[src/rtl/seg_pattern_encoder.sv]
// seg_pattern_encoder: turns a two-digit stream of active-low seven-segment
// patterns (high digit first) back into a 6-bit value. Handshakes on both
// sides, a per-frame error flag and a timeout on an unfinished frame.
//
// Ports:
//   clk         system clock, rising edge
//   rst         asynchronous active-high reset
//   seg_in      segment pattern {a,b,c,d,e,f,g}, active-low
//   seg_valid   seg_in holds a pattern
//   seg_ready   block accepts a pattern this cycle (state decode)
//   value_out   assembled value, 0 when err is set
//   value_valid value_out/err hold a completed frame
//   value_ready consumer accepts the frame
//   err         frame had an illegal pattern or a high digit above 3
//   timeout     one-cycle pulse when an unfinished frame is abandoned
module seg_pattern_encoder #(
  parameter int unsigned TIMEOUT = 255
) (
  input  logic       clk,
  input  logic       rst,
  input  logic [6:0] seg_in,
  input  logic       seg_valid,
  output logic       seg_ready,
  output logic [5:0] value_out,
  output logic       value_valid,
  input  logic       value_ready,
  output logic       err,
  output logic       timeout
);

  localparam int unsigned NIB_W = 4;
  localparam int unsigned VAL_W = 6;
  // Counter only needs to reach TIMEOUT-1.
  localparam int unsigned CNT_W = (TIMEOUT > 1) ? $clog2(TIMEOUT) : 1;
  localparam logic [CNT_W-1:0] CNT_LAST = CNT_W'(TIMEOUT - 1);
  localparam bit TO_EN = (TIMEOUT != 0);

  typedef enum logic [1:0] {
    S_HIGH = 2'd0,
    S_LOW  = 2'd1,
    S_OUT  = 2'd2
  } state_t;

  state_t           state, state_d;
  logic [CNT_W-1:0] cnt, cnt_d;
  logic [1:0]       high, high_d;
  logic             high_err, high_err_d;
  logic [VAL_W-1:0] value_d;
  logic             err_d, valid_d, timeout_d;

  logic             dig_blank, dig_legal;
  logic [NIB_W-1:0] dig_nib;
  logic             frame_err;

  // Pattern lookup: {blank, legal hex digit, nibble}.
  function automatic logic [5:0] decode_seg(input logic [6:0] seg);
    logic [5:0] r;
    case (seg)
      7'b0000001: r = {2'b01, 4'h0};
      7'b1001111: r = {2'b01, 4'h1};
      7'b0010010: r = {2'b01, 4'h2};
      7'b0000110: r = {2'b01, 4'h3};
      7'b1001100: r = {2'b01, 4'h4};
      7'b0100100: r = {2'b01, 4'h5};
      7'b0100000: r = {2'b01, 4'h6};
      7'b0001111: r = {2'b01, 4'h7};
      7'b0000000: r = {2'b01, 4'h8};
      7'b0000100: r = {2'b01, 4'h9};
      7'b0001000: r = {2'b01, 4'hA};
      7'b1100000: r = {2'b01, 4'hB};
      7'b0110001: r = {2'b01, 4'hC};
      7'b1000010: r = {2'b01, 4'hD};
      7'b0110000: r = {2'b01, 4'hE};
      7'b0111000: r = {2'b01, 4'hF};
      7'b1111111: r = {2'b10, 4'h0};
      default:    r = 6'b000000;
    endcase
    return r;
  endfunction

  assign {dig_blank, dig_legal, dig_nib} = decode_seg(seg_in);

  // Ready is a pure state decode, forced low while reset is held.
  assign seg_ready = (state != S_OUT) && !rst;

  // Next-state and output logic.
  always_comb begin
    state_d    = state;
    cnt_d      = cnt;
    high_d     = high;
    high_err_d = high_err;
    value_d    = value_out;
    err_d      = err;
    valid_d    = value_valid;
    timeout_d  = 1'b0;
    frame_err  = 1'b0;
    case (state)
      S_HIGH: begin
        if (seg_valid) begin
          // Blank decodes as nibble 0, i.e. a leading blank.
          high_d     = dig_nib[1:0];
          high_err_d = !(dig_blank || (dig_legal && (dig_nib[3:2] == 2'b00)));
          cnt_d      = '0;
          state_d    = S_LOW;
        end
      end
      S_LOW: begin
        if (seg_valid) begin
          frame_err = high_err || !dig_legal;
          err_d     = frame_err;
          value_d   = frame_err ? '0 : {high, dig_nib};
          valid_d   = 1'b1;
          state_d   = S_OUT;
        end else if (TO_EN && (cnt == CNT_LAST)) begin
          timeout_d = 1'b1;
          state_d   = S_HIGH;
        end else begin
          cnt_d = cnt + CNT_W'(1);
        end
      end
      S_OUT: begin
        if (value_ready) begin
          valid_d = 1'b0;
          state_d = S_HIGH;
        end
      end
      default: state_d = S_HIGH;
    endcase
  end

  // State and registered outputs.
  always_ff @(posedge clk or posedge rst) begin
    if (rst) begin
      state       <= S_HIGH;
      cnt         <= '0;
      high        <= '0;
      high_err    <= 1'b0;
      value_out   <= '0;
      err         <= 1'b0;
      value_valid <= 1'b0;
      timeout     <= 1'b0;
    end else begin
      state       <= state_d;
      cnt         <= cnt_d;
      high        <= high_d;
      high_err    <= high_err_d;
      value_out   <= value_d;
      err         <= err_d;
      value_valid <= valid_d;
      timeout     <= timeout_d;
    end
  end

endmodule

[config.mk]
export PLATFORM = sky130hd
export DESIGN_NAME = seg_pattern_encoder
export DESIGN_NICKNAME = d
export VERILOG_FILES = /design/src/rtl/seg_pattern_encoder.sv
export SDC_FILE = /design/constraint.sdc
export NUM_CORES = 1
export LEC_CHECK = 0
export ABC_AREA = 1
export BUFFER_PORTS_ARGS = -buffer_cell sky130_fd_sc_hd__buf_2
export CORE_ASPECT_RATIO = 0.7
export CORE_MARGIN = 1
export CORE_UTILIZATION = 56
export DETAILED_ROUTE_END_ITERATION = 16
export PLACE_DENSITY = 0.77
export RECOVER_POWER = 100
export SYNTH_ARGS = -nofsm -noshare
export SYNTH_HDL_FRONTEND = slang
export SYNTH_SLANG_ARGS = --single-unit
export TNS_END_PERCENT = 20
[constraint.sdc]
create_clock -name clk -period 1.5 [get_ports clk]
set_input_delay 0 -clock clk [delete_from_list [all_inputs] [get_ports clk]]
set_output_delay 0 -clock clk [all_outputs]
set_load 0.05 [all_outputs]
== Word-level counts from Yosys, hierarchy flattened ==
Cells that the tools add are included.

* Equal/unequal tests: 26
* Add/sub/neg operators: 1
* Mux-type cells: 17
* Reductions and logical operators: 17

{| class="wikitable"
|+ Operator list
! kind !! number
|-
| one-hot mux 6 bit (17 select lines) || 1
|-
| == test 7 x 6 -> 1 bit (second input constant) || 5
|-
| == test 7 bit (second input constant) || 5
|-
| 2-to-1 mux 8 bit || 3
|-
| one-hot mux 8 bit (2 select lines) || 1
|-
| == test 7 x 3 -> 1 bit (second input constant) || 2
|-
| == test 7 x 4 -> 1 bit (second input constant) || 2
|-
| inequality test 2 bit (second input constant) || 6
|-
| adder 8 x 1 -> 8 bit (second input constant) || 1
|-
| == test 8 bit (second input constant) || 1
|-
| 2-to-1 mux 2 bit || 4
|-
| == test 7 x 1 -> 1 bit (second input constant) || 1
|-
| == test 7 x 5 -> 1 bit (second input constant) || 1
|-
| zero test 7 bit || 1
|-
| 2-to-1 mux 6 bit || 1
|-
| one-hot mux 2 bit (3 select lines) || 1
|-
| AND reduction 3 bit || 2
|-
| 2-to-1 mux 1 bit || 5
|-
| zero test 2 bit || 2
|-
| AND reduction 2 bit || 2
|-
| AND reduction 4 bit || 1
|-
| nonzero test 2 bit || 2
|-
| zero test 1 bit || 3
|-
| inequality test 3 bit (second input constant) || 1
|-
| 5 further kinds || 7
|}

* Output and inout port bits: 10
* Register bits after elaboration: 22
* Logic and storage cells: 69

== Depth between registers and ports, before layout ==
* Depth in word-level cells: 6
* Mapped depth: 10
* Mapped depth without buffers: 10

== Worst setup path after synthesis ==
Ideal clock, no wire load.

* Kind: register to register
* Start: reg cnt[2]
* End: reg cnt[1]
* Data arrival time: 1.194 ns
* Path buffers: 1
* Required time: 1.383 ns
* Library setup time: 0.117 ns
* Period minus slack after synthesis: 1.311 ns
* Cell stages (with the launch flop): 9
* Path slack: 0.189 ns
* Path through: dfrtp_1 inv_2 nor3_2 nand4_2 nand3b_4 nand2_4 buf_6 nand2_1 o21ai_2

* Cells in the longest elaborated chain, start to end: 3

{| class="wikitable"
|+ RTL lines
! element !! line !! RTL
|-
| start: declaration || 45 || <nowiki>logic [CNT_W-1:0] cnt, cnt_d;</nowiki>
|-
| start signal: assignment || 144 || <nowiki>cnt <= cnt_d;</nowiki>
|-
| == test 8 bit || 114 || <nowiki>end else if (TO_EN && (cnt == CNT_LAST)) begin</nowiki>
|-
| inequality test 2 bit (no source line) || n/a ||
|-
| AND reduction 4 bit (no source line) || n/a ||
|}

No other way between the ends.
A chain may end at the register's enable or synchronous reset.

== Final worst setup path ==
Ends and elaborated chain as after synthesis.

==> qor.log <==
INFO  run_status     status=finished clean
INFO  sta            timing.fmax=712MHz
INFO  setup_path     worst-endpoint-required=1.72ns
INFO  setup_path     nature_of_the_critical_path_endpoint=register
INFO  power          power_density=1180mW/mm²
INFO  cts            total_clock_sinks=22
INFO  sta            finalHoldViolations=0
INFO  final_layout   final_layout_size_suffix_gt1_share=14.8%
INFO  cts            clk_lat_worst_skew=0.31ns
INFO  power          power.static_leakage=0.874nW
INFO  logic_synthesis number_of_nets_in_the_synthesized_netlist=210
INFO  cts            tritoncts.num_buffers=3
INFO  cts            cts_tree=yes
INFO  logic_synthesis synth-seq-cells=22
INFO  setup_path     cpPeakStageDelay=0.43ns
INFO  logic_synthesis syn_area=0.00139mm²
INFO  logic_synthesis synth_enable_flop_cells=0
INFO  routing        final_antenna_net_count=0
INFO  grt            grt_overflow=0
INFO  routing        drcViolationCount=0
INFO  routing        vias=1,352
INFO  setup_path     critPathKind=reg2reg
INFO  floorplan      dieWidth=61.6µm
INFO  cts            maximum_buffer_depth_of_the_clock_tree=2
INFO  logic_synthesis synthFlopType=dfrtp_1
INFO  logic_synthesis avgSynthCellArea=7.07µm²
INFO  sta            finalCritPeriodShare=93.7%
INFO  setup_path     maximum_fanout_along_the_worst_path=12
INFO  cts            ctsHtreeMaxLevel=1
INFO  grt            grt_pass1_wl=5.02mm
INFO  final_layout   area_growth_syn_to_layout=17.2%
INFO  routing        dr.first_iter.drc_count=85
INFO  final_layout   diodes=0
INFO  routing        average_vias_per_placed_instance=5.18
INFO  logic_synthesis yosysSeqAreaShare=39.5%
INFO  sta            final.setup.tns=0ns
INFO  setup_path     rrSetupSlack=0.1ns
INFO  grt            first_global_vias=1,159
INFO  floorplan      placementRows=14
INFO  place          place_congestion=0.939
INFO  setup_path     setup.worst_path.start_class=register
INFO  floorplan      initial_util=62.1%
INFO  cts            library_cell_used_as_clock_root_buffer=clkbuf_4
INFO  grt            grt_start_max_net_pins=14
INFO  power          total_power=1.93mW
INFO  logic_synthesis ys_async_sr_fraction=100%
INFO  sta            maxSlewViolCount=0
INFO  sta            worst_slew_margin_rel=55.4%
INFO  sta            period_needed=1.40ns
INFO  sta            setup-violations-final=0
INFO  final_layout   fill_cells=210
INFO  setup_path     crit_path_cell_trace=inv_2 > nor3_2 > nand4_2 > nand3b_4 > nand2_4 > nand2_1 > o21ai_2
INFO  routing        drt-pass1-iter-count=4
INFO  logic_synthesis yosysWarnings=0
INFO  job            maxCapViolCount=0
INFO  sta            slew_worst_pin=0.669ns
INFO  floorplan      die_area=0.00269mm²
INFO  sta            rsz0062_at_grt=false
INFO  setup_path     timing.critical_path.arrival=1.62ns
INFO  floorplan      pin_count=21
INFO  floorplan      die_y=43.7µm
INFO  place          io_buffer_count=20
INFO  sta            fin_worst_skew=0.00384ns
INFO  setup_path     crit_path_top_delay_cell=dfrtp_1
INFO  grt            globalRouteTotalUtil=25.9%
INFO  hold_path      worstHoldPathType=in2reg
INFO  final_layout   num-nets-final=243
INFO  setup_path     critPathTopFamily=simple AND/OR/NAND/NOR gates
INFO  routing        routedWlPerCell=11.6µm
INFO  cts            clkTransAtPathRegs=0.12ns
INFO  grt            grt_antenna_before_repair=0
INFO  place          dpl.hpwl=2.28mm
INFO  logic_synthesis synth_cells=197
INFO  power          worst_ir_drop_on_vdd=663µV
INFO  routing        drt_wl_total=3.04mm
INFO  floorplan      core_box_area=0.00224mm²
INFO  logic_synthesis synth.lib_cells_used.distinct=29
INFO  setup_path     cp_num_buf_inv=1
[cell type report]
type                    count  area, µm²  share of cell area, %
clock inverters             1       30.0                   1.84
flip-flops and latches     22        551                   33.7
clock buffers               3       22.5                   1.38
multi-input cells         151        746                   45.7
inverters                  23       86.3                   5.29
repair buffers             29        156                   9.59
well taps                  32       40.0                   2.45
[metrics by stage]
step | util, % | area, µm² | instances | setup WS (ns) | hold slack [ns]
4_1_cts | 72.5 | 1630 | 258 | 0.0705 | 0.0688
3_3_place_gp | 68.9 | 1540 | 251 | 0.151 | 0.00603
3_5_place_dp | 68.9 | 1540 | 251 | 0.0898 | 0.00844
2_1_floorplan | - | 1390 | 197 | 0.189 | -0.0108
6_report | 72.8 | 1630 | 261 | 0.0951 | 0.0843
5_1_grt | 72.8 | 1630 | 261 | 0.00361 | 0.114
[sequential cells by signal, indices dropped and copies added (netlist names)]
name         count
cnt              8
err              1
high             2
high_err         1
state            2
timeout          1
value_out        6
value_valid      1
[where the power goes]
group	total (mW)	switching, mW	internal [mW]
logic	0.690	0.497	0.194
registers	0.782	0.0819	0.700
clock network	0.454	0.183	0.270
total	1.93	0.762	1.16
[cells in the final DEF, fill, tap and decap left out, types with 2 or more instances in the layout]
master         instances
inv_1                 20
nor2_1                32
dlygate4sd3_1          3
buf_2                 10
o21ai_0                5
ha_1                   2
xor2_1                 3
clkbuf_1              11
nand2_1               63
nor3_2                 2
nand3b_1               2
o21ai_2                2
nor3_1                 3
nand3_2                2
nor2_2                 2
a21oi_1                2
dfrtp_1               22
inv_2                  3
buf_4                  4
nand3_1               18
nand4_1                2
clkbuf_4               3
[what timing repair did]
action,in CTS,in global routing
hold buffers,3,0
hold endpoints to repair,12,0
setup buffers,0,3
gates resized for setup,0,1
endpoints found under the setup margin,0,6
[per-layer routing]
metal / part of all wire (%) / global-route usage [%]
met5: 0 / 0
met3: 5.2 / 6.27
met1: 49 / 37.3
met2: 44 / 38.5
met4: 0.82 / 8.00
[synth_stat cells, drive strengths merged (2+ instances only)]
master	instances	area, µm²
nand2	65	254
nor2	34	133
inv	23	86.3
dfrtp	22	551
nand3	20	110
o21ai	8	47.6
nor3	5	30.0
nand3b	3	35.0
nand4	3	25.0
xor2	3	26.3
a21oi	2	10.0
ha	2	25.0
[worst min-delay path: stages]
cell and delay [ns]:
buf_2 0.11, a41oi_1 0.13, nand2_1 0.08, nand2_1 0.04
[cells by family (layout without fill, tap and decap cells)]
group	count (synthesis)	count (layout)	share of synthesized area (%)
XOR/XNOR	4	4	2.52
flip-flops	22	22	39.5
buffers and inverters	24	56	7.01
AO/OA/AOI/OAI	14	14	6.47
AND/OR/NAND/NOR	131	131	42.7
adder cells (fa/ha/maj)	2	2	1.80
[worst paths after layout]
check | end | startpoint | depth (start not counted)
setup / recovery | cnt[1] | cnt[2] | 7
hold / removal | high_err | seg_in[4] | 4
setup reg to reg | cnt[1] | cnt[2] | 7
hold reg to reg | value_out[3] | value_out[3] | 2
max in group asynchronous | value_out[2] | rst | 4
min in group asynchronous | cnt[5] | rst | 3
Note: power is estimated with default switching activity, not from simulation.
